<file path="src/rtl/pipeline_pkg.sv">
// pipeline_pkg: shared types and constants for the 5-stage pipeline control path.
package pipeline_pkg;
  localparam int REG_ADDR_W = 5;
  localparam logic [31:0] NOP_INSTR = 32'h0000_0013;
  typedef enum logic [1:0] {RUN, MEM_WAIT, ERROR} hazState_t;
endpackage

</file>
<file path="src/rtl/sat_counter.sv">
// sat_counter: event counter that sticks at all-ones instead of wrapping.
module sat_counter #(
  parameter int W = 32
) (
  input  logic         clk,
  input  logic         rstN,
  input  logic         inc,
  output logic [W-1:0] count
);
  logic [W-1:0] count_q, count_d;
  always_comb count_d = (inc && !(&count_q)) ? count_q + W'(1) : count_q;
  always_ff @(posedge clk) count_q <= !rstN ? '0 : count_d;
  assign count = count_q;
endmodule

</file>
<file path="src/rtl/hazard_control_unit.sv">
// hazard_control_unit: load-use stall, branch flush, memory freeze/timeout and perf counters.
module hazard_control_unit import pipeline_pkg::*; #(
  parameter int COUNT_W  = 32,
  parameter int MAX_WAIT = 255
) (
  input  logic                  clk,
  input  logic                  rstN,
  input  logic [REG_ADDR_W-1:0] idRs1,
  input  logic [REG_ADDR_W-1:0] idRs2,
  input  logic                  idUsesRs1,
  input  logic                  idUsesRs2,
  input  logic                  exMemRead,
  input  logic [REG_ADDR_W-1:0] exRd,
  input  logic                  exBranchTaken,
  input  logic                  memReq,
  input  logic                  memReady,
  output logic                  pcWriteEnable,
  output logic                  ifIdWriteEnable,
  output logic                  idExWriteEnable,
  output logic                  exMemWriteEnable,
  output logic                  memWbWriteEnable,
  output logic                  ifIdFlush,
  output logic                  idExFlush,
  output logic                  timeoutError,
  output logic [COUNT_W-1:0]    loadUseStallCount,
  output logic [COUNT_W-1:0]    memStallCount,
  output logic [COUNT_W-1:0]    flushCount
);
  localparam int WAIT_W = $clog2(MAX_WAIT + 1);
  hazState_t state_q, state_d;
  logic [WAIT_W-1:0] wait_cnt_q, wait_cnt_d, wait_next;
  logic load_use, mem_wait, active, freeze, flush, stall;
  always_comb begin
    load_use  = exMemRead && (exRd != '0) &&
                ((idUsesRs1 && idRs1 == exRd) || (idUsesRs2 && idRs2 == exRd));
    mem_wait  = memReq && !memReady;
    active    = rstN && (state_q != ERROR);
    freeze    = active && mem_wait;
    flush     = active && !mem_wait && exBranchTaken;
    stall     = active && !mem_wait && !exBranchTaken && load_use;
    // wait_next counts the current wait cycle, so the edge ending the MAX_WAIT-th one enters ERROR
    wait_next = (state_q == MEM_WAIT) ? wait_cnt_q + WAIT_W'(1) : WAIT_W'(1);
    state_d    = (state_q == ERROR) ? ERROR :
                 mem_wait ? ((wait_next >= WAIT_W'(MAX_WAIT)) ? ERROR : MEM_WAIT) : RUN;
    wait_cnt_d = (state_q == ERROR) ? wait_cnt_q : mem_wait ? wait_next : '0;
  end
  always_ff @(posedge clk) begin
    state_q    <= !rstN ? RUN : state_d;
    wait_cnt_q <= !rstN ? '0 : wait_cnt_d;
  end
  assign pcWriteEnable    = active && !mem_wait && !stall;
  assign ifIdWriteEnable  = active && !mem_wait && !stall;
  assign idExWriteEnable  = active && !mem_wait;
  assign exMemWriteEnable = active && !mem_wait;
  assign memWbWriteEnable = active && !mem_wait;
  assign ifIdFlush        = flush;
  assign idExFlush        = flush || stall;
  assign timeoutError     = rstN && (state_q == ERROR);
  sat_counter #(.W(COUNT_W)) u_lu_cnt (.clk(clk), .rstN(rstN), .inc(stall),  .count(loadUseStallCount));
  sat_counter #(.W(COUNT_W)) u_ms_cnt (.clk(clk), .rstN(rstN), .inc(freeze), .count(memStallCount));
  sat_counter #(.W(COUNT_W)) u_fl_cnt (.clk(clk), .rstN(rstN), .inc(flush),  .count(flushCount));
endmodule
</file>
<file path="config.mk">
export PLATFORM = sky130hd
export DESIGN_NAME = hazard_control_unit
export DESIGN_NICKNAME = d
export VERILOG_FILES = /design/src/rtl/pipeline_pkg.sv /design/src/rtl/sat_counter.sv /design/src/rtl/hazard_control_unit.sv
export SDC_FILE = /design/constraint.sdc
export NUM_CORES = 1
export LEC_CHECK = 0
export CORE_ASPECT_RATIO = 0.7
export CORE_UTILIZATION = 50
export CTS_CLUSTER_SIZE = 12
export DETAILED_ROUTE_END_ITERATION = 12
export PLACE_DENSITY_LB_ADDON = 0.1
export SYNTH_ARGS = -nofsm -noshare
export SYNTH_HDL_FRONTEND = slang
export SYNTH_HIERARCHICAL = 1
export SYNTH_SLANG_ARGS = --single-unit
</file>
<file path="constraint.sdc">
create_clock -name clk -period 3.95 [get_ports clk]
set_input_delay 0.5925 -clock clk [delete_from_list [all_inputs] [get_ports clk]]
set_output_delay 0.5925 -clock clk [all_outputs]
set_load 0.005 [all_outputs]
</file>
After elaboration in Yosys (flattened, before gate mapping)

Cells that the tools add are included.

Add/subtract/negate cells: 4
Magnitude comparators: 1
Equality and inequality tests: 5
Mux-type cells: 5
Bitwise operators: 2
Reduce and logical (&&, ||, !) cells: 30

Operator list:

| kind                                                             | count |
|---|---|
| 32-bit by 1-bit adder with 32-bit output (second input constant) | 3 |
| 32-bit AND reduction                                             | 3 |
| 1-bit logical AND                                                | 16 |
| 8-bit two-way mux                                                | 2 |
| 5-bit == test                                                    | 2 |
| 8-bit by 1-bit adder with 8-bit output (second input constant)   | 1 |
| 8-bit >= comparator (second input constant)                      | 1 |
| 1-bit zero test                                                  | 7 |
| 2-bit two-way mux                                                | 3 |
| 5-bit nonzero test                                               | 1 |
| 3-bit OR reduction                                               | 1 |
| 2-bit by 1-bit == test with 1-bit output (second input constant) | 1 |
| 2-bit == test (second input constant)                            | 1 |
| 1-bit logical OR                                                 | 2 |
| 2-bit inequality test (second input constant)                    | 1 |
| 1-bit NOT                                                        | 2 |

Register bits: 106
Output and inout bits: 104

Logic depth before layout (Yosys ltp)

Gate-level depths: netlist of the first run.

Depth after elaboration: 8
Gate-level depth with buffers: 11
Mapped depth without buffers: 10

By module

Netlist of the first run, hierarchy kept.

By module, submodules not included:

| module              | instances | cells each | area an instance (sq um) |
|---|---|---|---|
| sat_counter         | 3         | 194        | 1,646.6 |
| hazard_control_unit | 1         | 89         | 733.2 |

Least setup slack after synthesis of the first run

Ideal clock, no wire load.

Kind: input port to flip-flop
From: in exRd[3]
To: reg u_lu_cnt.count_q[26], in the netlist u_lu_cnt/count[26]
Setup time: 135 ps
Data arrival time: 2,966 ps
Required time: 3,815 ps
Path slack: 848 ps
Stages on the path: 9
Path buffers: 0
Cells stage by stage: xor2_1 -> nor4_1 -> a32oi_1 -> nor4_1 -> inv_1 -> nor4_1 -> o311ai_2 -> o311ai_0 -> o41ai_1

Longest elaborated chain between the ends: 6
Elaborated cells on any way between the ends: 10
Classes of those cells: eq/ne: 2; reduce/logical: 8

RTL lines:

| element                | RTL line                  | RTL |
|---|---|---|
| start: declaration     | hazard_control_unit.sv:13 | `input logic [REG_ADDR_W-1:0] exRd,` |
| 5-bit == test          | hazard_control_unit.sv:35 | `((idUsesRs1 && idRs1 == exRd) \|\| (idUsesRs2 && idRs2 == exRd));` |
| 1-bit logical AND      | hazard_control_unit.sv:35 |  |
| 1-bit logical OR       | hazard_control_unit.sv:35 |  |
| 1-bit logical AND *    | hazard_control_unit.sv:34 | `load_use = exMemRead && (exRd != '0) &&` |
| 1-bit logical AND *    | hazard_control_unit.sv:40 | `stall = active && !mem_wait && !exBranchTaken && load_use;` |
| net stall              | hazard_control_unit.sv:32 | `logic load_use, mem_wait, active, freeze, flush, stall;` |
| 1-bit logical AND *    | sat_counter.sv:11         | `always_comb count_d = (inc && !(&count_q)) ? count_q + W'(1) : count_q;` |
| end signal: assignment | sat_counter.sv:12         | `always_ff @(posedge clk) count_q <= !rstN ? '0 : count_d;` |
| end: declaration       | sat_counter.sv:10         | `logic [W-1:0] count_q, count_d;` |

The timed path passes the listed nets; every way through them passes the cells marked *.
A chain may end at the register's enable or synchronous reset.

Final worst setup path of the first run

From: in exRd[3]
To: reg u_lu_cnt.count_q[30], in the netlist u_lu_cnt/count[30]

The elaborated chain is that of the path after synthesis.

==> results.cfg, run 1 <==
[run_status]
status = complete, no violations

[drt]
first_pass_iters = 7
vias_per_cell = 5.99
drt_iter0_markers = 304
routed_wl_mm = 14.8
drc = 0
antenna_left = 0
num_vias = 5634
wl_per_cell_um = 15.7

[grt]
grt-ovfl-total = 0
grt_pass1_vias = 5296
grt_max_degree = 31
grt_first_pass_wirelength_mm = 25.0
grt_antenna_before_repair = 0
grt_usage_pct = 25.9

[final_layout]
layout_commonest_cell = clkdlybuf4s50_1
fillers = 920
drive_gt1_share_pct = 6.60
area_delta_synth_final_pct = 27.9
nets = 811
insertedDiodeCount = 0
final_cell_mix = 126 x clkdlybuf4s50_1, 106 x dfxtp_1, 63 x a21oi_1
postLayoutCoreUtil_pct = 65.9

[cts]
cts_htree_levels = 3
clk_path_buf_depth = 2
postCtsSetupBuffers = 0
root_buffer = clkbuf_16
cts_hold_buffers = 0
cts_tree = yes
worstSkewPairLatency_ns = 0.35
cts_sinks = 106
ctsResizeCount = 0
numCtsBuffers = 9
path_clk_slew_ns = 0.07

[setup_path]
r2r_cells = 6
critPathMaxStageDelay_ns = 0.48
cp-end-kind = flip-flop
reg2reg_to = u_fl_cnt/count[1]
startpoint_type = primary input
cpMaxStageDelayCell = clkdlybuf4s50_1
critical_path.most_common_cell = nor4_1
reg2reg_slack_ns = 1.11
critPathKind = in -> reg
path_cells = clkdlybuf4s50_1 > xor2_1 > nor4_1 > a32oi_1 > nor4_1 > buf_4 > inv_1 > nor4_1 > o311ai_2 > o311ai_0 > o41ai_1
critPathArrivalTime_ns = 3.56
cp.required_ns = 4.16
reg2reg_from = u_fl_cnt/count[0]
critPathMaxFanout = 5

[hold_path]
hp-start = u_lu_cnt/count[31]
hold_path_end = u_lu_cnt/count[31]
worstHoldPathCells = 2
hold_path_class = reg -> reg

[timing]
setup_violations = 0
rsz0062_at_grt = false
layout_min_cycle_time_ns = 3.34
tightestPinTransition_ns = 0.932
finalSetupTns_ns = 0
fin_crit_sh_pct = 84.6
fmax_ghz = 0.299
slew_headroom_pct = 37.8
finalHoldViolCount = 0
drv_slew = 0
finalClockSkew_ns = 0.00752
whs_ns = 0.497

[power_and_ir_drop]
sw_frac_of_total_pct = 22.4
p_switching_mw = 0.455
clockPowerShare_pct = 42.4
comb_power_share_pct = 4.7
leakage_nw = 2.20
ir_drop_uv = 250
powerDensity_nw_per_um2 = 280
power_frac_seq_pct = 52.9
cellInternalPower_mw = 1.58

[yosys]
yosys.area_share.adder_pct = 0.882
synth_top_flop_cell = dfxtp_1
synth-async-reset-ratio_pct = 0
yosysSeqAreaShare_pct = 37.4
synth-seq-cells = 106
yosysWarnings = 6
synth_compound_area_share_pct = 21.9
synth_nets = 698
synth_edf_count = 0
yosys.area_share.simple_pct = 29.9
synth_top_family_by_area = simple AND/OR/NAND/NOR gates
synth_xor_area_share_pct = 4.01
syn_avg_cell_area_um2 = 8.45
netlist_area_um2 = 5670
syn_inst = 671
synthMuxAreaShare_pct = 1.06
synth_cell_types = 52

[die]
coreArea_um2 = 11000
die_x_um = 129
die_h_um = 91.1
ios = 127
dieArea_um2 = 11800
start_util_pct = 51.5
rows = 32

[placement]
gp_congestion = 0.828
portBuffers = 126
dp_hpwl_mm = 10.5

[run]
cap_viol_max_count = 0
==> synth_stat cells, types with 2 or more instances <==
master	n	area share, %
or4_4	3	0.60
xor2_1	15	2.3
o31ai_2	3	0.66
nand3_1	37	3.3
dfxtp_1	106	37
buf_4	3	0.40
and4_1	9	1.4
nand4_4	3	1.1
nor2b_1	5	0.55
or4_1	22	2.9
o31ai_4	3	1.1
ha_1	4	0.88
a21o_1	3	0.40
nor3_1	9	0.79
nand4_1	21	2.3
o21ai_1	15	1.3
buf_8	3	0.79
buf_2	3	0.26
clkbuf_1	15	0.99
buf_6	3	0.60
o211ai_1	6	0.79
and3_1	5	0.55
nor4_2	3	0.66
nand2_1	51	3.4
nor2_1	34	2.2
nor4_1	13	1.4
xnor2_1	11	1.7
nand2b_1	13	1.4
a21boi_0	2	0.26
o21ai_0	42	3.7
mux2i_1	6	1.1
or3_1	50	5.5
inv_1	27	1.8
a21oi_1	63	5.6
o41ai_1	6	0.93
or2_2	6	0.66
o311ai_0	6	0.93
o31ai_1	16	2.1
a22o_1	3	0.46
o311ai_2	9	2.6
and2_1	3	0.33
==> cell type report <==
cell class | count | area (um^2) | area share [%]
multi-input cells | 511 | 3280 | 45.2
clock buffers | 12 | 256 | 3.53
well taps | 153 | 191 | 2.64
inverters | 27 | 101 | 1.40
repair buffers | 129 | 1280 | 17.7
flip-flops and latches | 106 | 2120 | 29.2
clock inverters | 3 | 25.0 | 0.345
==> per-layer routing <==
layer | up-vias | GRT usage, % | routed length (um)
li1 | 2764 | - | -
met1 | 2683 | 34.8 | 6870
met2 | 161 | 41.1 | 6870
met3 | 26 | 5.83 | 784
met4 | 0 | 7.94 | 259
met5 | - | 0 | 0
==> through the flow <==
stage	instances	power [mW]	setup slack [ns]	instance area [um^2]
floorplan	671	1.15	0.848	5670
global placement	926	1.19	0.459	6980
detailed placement	926	1.20	0.268	6980
CTS	941	2.05	0.647	7260
global route	941	2.10	0.296	7260
finish	941	2.03	0.606	7260
==> power groups by stage <==
stage	Combinational, mW	Sequential, mW	Clock, mW
6_report	0.0960	1.08	0.861
3_3_place_gp	0.0927	1.10	0
3_5_place_dp	0.0960	1.10	0
4_1_cts	0.0964	1.07	0.880
5_1_grt	0.105	1.08	0.919
2_1_floorplan	0.0482	1.10	0
==> cell families (layout without fill, tap and decap cells) <==
kind of cell             after synthesis  in the layout
AND/OR/NAND/NOR                      292            292
adder cells (fa/ha/maj)                4              4
AO/OA/AOI/OAI                        183            183
XOR/XNOR                              26             26
multiplexers                           6              6
flip-flops                           106            106
buffers and inverters                 54            171
==> flip-flops by register name (all words and copies together) (netlist names) <==
name,flops
u_fl_cnt/count,32
u_lu_cnt/count,32
u_ms_cnt/count,32
wait_cnt_q,8
state_q,2
==> worst max-delay path: cells and delay by family <==
kind | cells | cell delay, ns
compound gates | 4 | 1.01
xor+xnor | 1 | 0.19
buf+inv | 3 | 0.73
simple gates | 3 | 1.03
==> worst max path at each step <==
stage          slack (ns)                  to     from  cells past startpoint
3_3_place_gp         0.46  u_lu_cnt/count[30]  exRd[3]                     11
6_report             0.61  u_lu_cnt/count[30]  exRd[3]                     11
5_1_grt              0.30  u_lu_cnt/count[30]  exRd[3]                     11
2_1_floorplan        0.85  u_lu_cnt/count[26]  exRd[3]                      9
4_1_cts              0.65  u_lu_cnt/count[30]  exRd[3]                     11
3_5_place_dp         0.27  u_lu_cnt/count[30]  exRd[3]                     11
Power figures use the tool's default switching activity.
==> inputs of run 2 (changes only) <==
--- a/config.mk
+++ b/config.mk
@@ -6,7 +6,7 @@
 export NUM_CORES = 1
 export LEC_CHECK = 0
 export CORE_ASPECT_RATIO = 0.7
-export CORE_UTILIZATION = 50
+export CORE_UTILIZATION = 46
 export CTS_CLUSTER_SIZE = 12
 export DETAILED_ROUTE_END_ITERATION = 12
 export PLACE_DENSITY_LB_ADDON = 0.1
==> constraint.sdc (replaced) <==
create_clock -name clk -period 2.92 [get_ports clk]
set_input_delay 0.438 -clock clk [delete_from_list [all_inputs] [get_ports clk]]
set_output_delay 0.438 -clock clk [all_outputs]
set_load 0.005 [all_outputs]
==> results.cfg, run 2 (synthesis gave the netlist of run 1 again) <==
[setup_path]
reg2reg_slack_ns = 0.33
critPathKind = in -> out
startpoint_type = primary input
critical_path.most_common_cell = buf_4
critPathMaxFanout = 2
cpMaxStageDelayCell = clkdlybuf4s50_1
critPathMaxStageDelay_ns = 0.43
r2r_cells = 6
critPathArrivalTime_ns = 2.39
critical_path.endpoint = idExFlush
reg2reg_from = u_lu_cnt/count[18]
cp.required_ns = 2.48
crit_path_start = idRs1[3]
path_cells = clkdlybuf4s50_1 > xor2_1 > nor4_1 > a32oi_1 > buf_4 > buf_4 > o31ai_1 > dlygate4sd2_1
cp-end-kind = output pin
reg2reg_to = u_lu_cnt/count[1]

[power_and_ir_drop]
finalPower_mw = 2.81
ir_drop_uv = 272
powerDensity_nw_per_um2 = 373
leakage_nw = 2.40

[drt]
wl_per_cell_um = 15.6
num_vias = 5676
drt_iter0_markers = 328
first_pass_iters = 4
antenna_left = 0
routed_wl_mm = 15.3
vias_per_cell = 5.82
drc = 0

[timing]
layout_min_cycle_time_ns = 2.83
drv_slew = 0
tightestPinTransition_ns = 0.830
finalClockSkew_ns = 0.00990
setup_violations = 0
setup_slack_ns = 0.0937
finalHoldViolCount = 0
finalSetupTns_ns = 0
rsz0062_at_grt = false
fin_crit_sh_pct = 96.8
slew_headroom_pct = 44.7
fmax_ghz = 0.354

[grt]
grt_max_degree = 32
grt_pass1_vias = 5114
grt-ovfl-total = 0
grt_first_pass_wirelength_mm = 24.9
grt_antenna_before_repair = 0
grt_usage_pct = 24.3

[run]
cap_viol_max_count = 0

[die]
ios = 127
coreArea_um2 = 11900
start_util_pct = 47.9
die_h_um = 94.9
rows = 33
dieArea_um2 = 12800
die_x_um = 135

[final_layout]
insertedDiodeCount = 0
layout_commonest_cell = clkdlybuf4s50_1
nets = 842
fillers = 979
postLayoutCoreUtil_pct = 63.7
drive_gt1_share_pct = 10.9
area_delta_synth_final_pct = 33.1
final_cell_mix = 119 x clkdlybuf4s50_1, 106 x dfxtp_1, 63 x a21oi_1

[cts]
cts_tree = yes
cts_hold_buffers = 0
numCtsBuffers = 9
worstSkewPairLatency_ns = 0.34
root_buffer = clkbuf_16
clk_path_buf_depth = 2
path_clk_slew_ns = 0.07
cts_htree_levels = 3
cts_sinks = 106

[placement]
dp_slack_ns = -0.461
portBuffers = 126
gp_congestion = 0.840
dp_hpwl_mm = 11.4

[hold_path]
hold_path_class = reg -> reg
hp-start = wait_cnt_q[7]

[run_status]
status = complete, no violations
## run 2: cell count changes in the layout (fill, tap and decap cells not counted), sizes merged
cell and change:
clkbuf -1, inv +1, bufinv +1, dlymetal6s2s +1, clkinv -1, buf +31
clkdlybuf4s50 -7, dlygate4sd2 +6
## run 2: worst max-delay path, delay by kind of cell
kind / cells / cell delay, ns
buf+inv: 4 / 1.03
compound gates: 2 / 0.47
simple gates: 1 / 0.31
xor+xnor: 1 / 0.15
## run 2: layout make-up
class                      count  area, um^2  area share (%)
clock inverter                 4        51.3           0.680
tap                          157         196            2.60
multi-input combinational    511        3320            44.0
clock buffer                  11         243            3.22
sequential                   106        2120            28.1
inverter                      27         101            1.34
timing repair buffer         160        1510            20.0
## run 2: power by group
part	leakage [nW]	total [mW]	switching, mW	internal (mW)
combinational	1.40	0.143	0.0749	0.0681
clock	0.142	1.22	0.530	0.686
sequential	0.854	1.45	0.00584	1.45
total	2.40	2.81	0.611	2.20
## run 2: worst min path at each step
stage | end | slack [ns] | cells after the start
floorplan | wait_cnt_q[7] | 0.46 | 1
global placement | wait_cnt_q[7] | 0.47 | 1
detailed placement | u_ms_cnt/count[15] | 0.49 | 2
CTS | u_fl_cnt/count[21] | 0.50 | 2
global route | wait_cnt_q[7] | 0.52 | 1
finish | wait_cnt_q[7] | 0.50 | 1
## run 2: routing by layer
layer	up-vias	track usage [%]	routed length [um]
met4	0	5.24	118
met1	2673	32.9	7360
li1	2825	-	-
met5	-	0	0
met2	166	39.2	6850
met3	12	5.69	940
## run 2: metrics by stage
step / std cells / cell area (um^2) / hold slack [ns]
2_1_floorplan: 671 / 5680 / 0.459
3_3_place_gp: 960 / 7210 / 0.471
3_5_place_dp: 960 / 7210 / 0.490
4_1_cts: 976 / 7520 / 0.504
5_1_grt: 976 / 7550 / 0.518
6_report: 976 / 7550 / 0.498
## run 2: what timing repair did
action / CTS / global route
endpoints found under the setup margin: 8 / 12
pin swaps: 2 / 3
buffers inserted: 1 / 0
gates cloned: 0 / 0
gates resized for setup: 11 / 6
==> inputs of run 3 (changes only) <==
--- a/config.mk
+++ b/config.mk
@@ -6,6 +6,7 @@
 export NUM_CORES = 1
 export LEC_CHECK = 0
 export CORE_ASPECT_RATIO = 0.7
+export CORE_MARGIN = 2
 export CORE_UTILIZATION = 46
 export CTS_CLUSTER_SIZE = 12
 export DETAILED_ROUTE_END_ITERATION = 12
==> results.cfg, run 3 (synthesis gave the netlist of run 1 again) <==
[power_and_ir_drop]
clockPowerShare_pct = 40.7
p_switching_mw = 0.605
comb_power_share_pct = 5.5
finalPower_mw = 2.70
leakage_nw = 2.48
powerDensity_nw_per_um2 = 355
power_frac_seq_pct = 53.9
ir_drop_uv = 353
cellInternalPower_mw = 2.09
sw_frac_of_total_pct = 22.4

[timing]
finalHoldViolCount = 0
finalSetupTns_ns = 0
slew_headroom_pct = 45.0
fin_crit_sh_pct = 93.9
finalClockSkew_ns = 0.0108
layout_min_cycle_time_ns = 2.74
setup_violations = 0
drv_slew = 0
tightestPinTransition_ns = 0.824
fmax_ghz = 0.365
whs_ns = 0.496
rsz0062_at_grt = false

[cts]
path_clk_slew_ns = 0.07
clk_path_buf_depth = 2
cts_htree_levels = 3
numCtsBuffers = 9
cts_sinks = 106
cts_tree = yes
root_buffer = clkbuf_16
worstSkewPairLatency_ns = 0.34

[die]
rows = 33
start_util_pct = 47.9
die_h_um = 96.9
dieArea_um2 = 13300
ios = 127
die_x_um = 137
coreArea_um2 = 11900

[setup_path]
cp-end-kind = flip-flop
critPathKind = in -> reg
critPathMaxFanout = 8
critPathMaxStageDelay_ns = 0.44
path_cells = clkdlybuf4s50_1 > buf_4 > xor2_1 > nor4_2 > a32oi_2 > nor4_4 > buf_4 > nand3_2 > nor4_4 > o311ai_4 > or3_4 > a21oi_2
cpMaxStageDelayCell = clkdlybuf4s50_1
startpoint_type = primary input
critPathArrivalTime_ns = 3.02
cp.required_ns = 3.20

[drt]
vias_per_cell = 5.86
drt_iter0_markers = 405
drc = 0
first_pass_iters = 4
routed_wl_mm = 15.4
num_vias = 5735
wl_per_cell_um = 15.7
antenna_left = 0

[grt]
met1_usage_pct = 32.8
grt-ovfl-total = 0
grt_antenna_before_repair = 0
grt_usage_pct = 22.8
grt_max_degree = 32
grt_pass1_vias = 5201
groute.layer.met3.usage_pct = 5.14
met2_usage_pct = 35.3
grt_first_pass_wirelength_mm = 25.0
grt-busiest-layer = met2

[final_layout]
layout_commonest_cell = clkdlybuf4s50_1
final_cell_mix = 118 x clkdlybuf4s50_1, 106 x dfxtp_1, 62 x a21oi_1
finish.instance_area_um2 = 7610
area_delta_synth_final_pct = 34.1
nets = 844
fillers = 977
drive_gt1_share_pct = 11.7
insertedDiodeCount = 0

[placement]
gp_congestion = 0.839
dp_hpwl_mm = 11.2
portBuffers = 126
dpl_cell_area_um2 = 7230

[run_status]
status = complete, no violations

[hold_path]
hold_path_class = reg -> reg

[run]
cap_viol_max_count = 0
run 3: changes by cell type in the layout (fill, tap and decap cells not counted), moves of 2 or more:
| cell | previous run | this run |
|---|---|---|
| nor4_4 | 1 | 4 |
| dlymetal6s2s_1 | 1 | 6 |
| dlygate4sd2_1 | 6 | 2 |
| nor4_1 | 10 | 8 |
| buf_4 | 34 | 36 |
| clkinv_2 | 1 | 3 |
run 3: power by group through the flow:
stage	registers [mW]	logic, mW	clock network [mW]
after floorplan	1.49	0.0656	0
after global placement	1.49	0.140	0
after detailed placement	1.49	0.142	0
after CTS	1.45	0.146	1.13
after global routing	1.45	0.160	1.19
final	1.45	0.147	1.10
run 3: metrics by stage:
step	util, %	cells	worst slack (ns)
6_report	64.2	979	0.178
5_1_grt	64.2	979	0.0153
4_1_cts	63.5	978	0.00454
3_5_place_dp	61.0	962	-0.432
3_3_place_gp	61.0	962	-0.279
2_1_floorplan	-	671	0.160
run 3: layout make-up:
class	count	area [um^2]	area share, %
Timing Repair Buffer	162	1540	20.3
Multi-Input combinational cell	511	3380	44.4
Clock buffer	11	233	3.06
Tap cell	157	196	2.58
Inverter	27	101	1.33
Sequential cell	106	2120	27.9
Clock inverter	5	31.3	0.411
run 3: worst paths after layout:
| check | from | to | slack [ns] | cells past startpoint |
|---|---|---|---|---|
| max reg2reg | u_lu_cnt/count[18] | u_lu_cnt/count[1] | 0.30 | 6 |
| min reg2reg | wait_cnt_q[7] | wait_cnt_q[7] | 0.50 | 1 |
| min | wait_cnt_q[7] | wait_cnt_q[7] | 0.50 | 1 |
| max | exRd[2] | u_lu_cnt/count[29] | 0.18 | 12 |
run 3: timing repair:
action                                  in CTS  in global routing
buffers inserted                             0                  1
endpoints found under the setup margin      14                 22
pin swaps                                    2                  7
hold buffers                                 0                  0
resized for setup                            8                 18
run 3: critical path: cells and delay by family:
family	cells	cell delay, ns
buffers and inverters	3	0.79
AOI/OAI and AO/OA	3	0.44
and+or+nand+nor	5	1.20
xor gates and xnor gates	1	0.16
run 3: per-layer routing:
metal  wire length [um]  vias up  part of all wire, %
met5                  0        -                    0
met4                 93        0                 0.61
met3                945       11                  6.2
met2               7030      162                   46
met1               7290     2728                   47
li1                   -     2834                    -
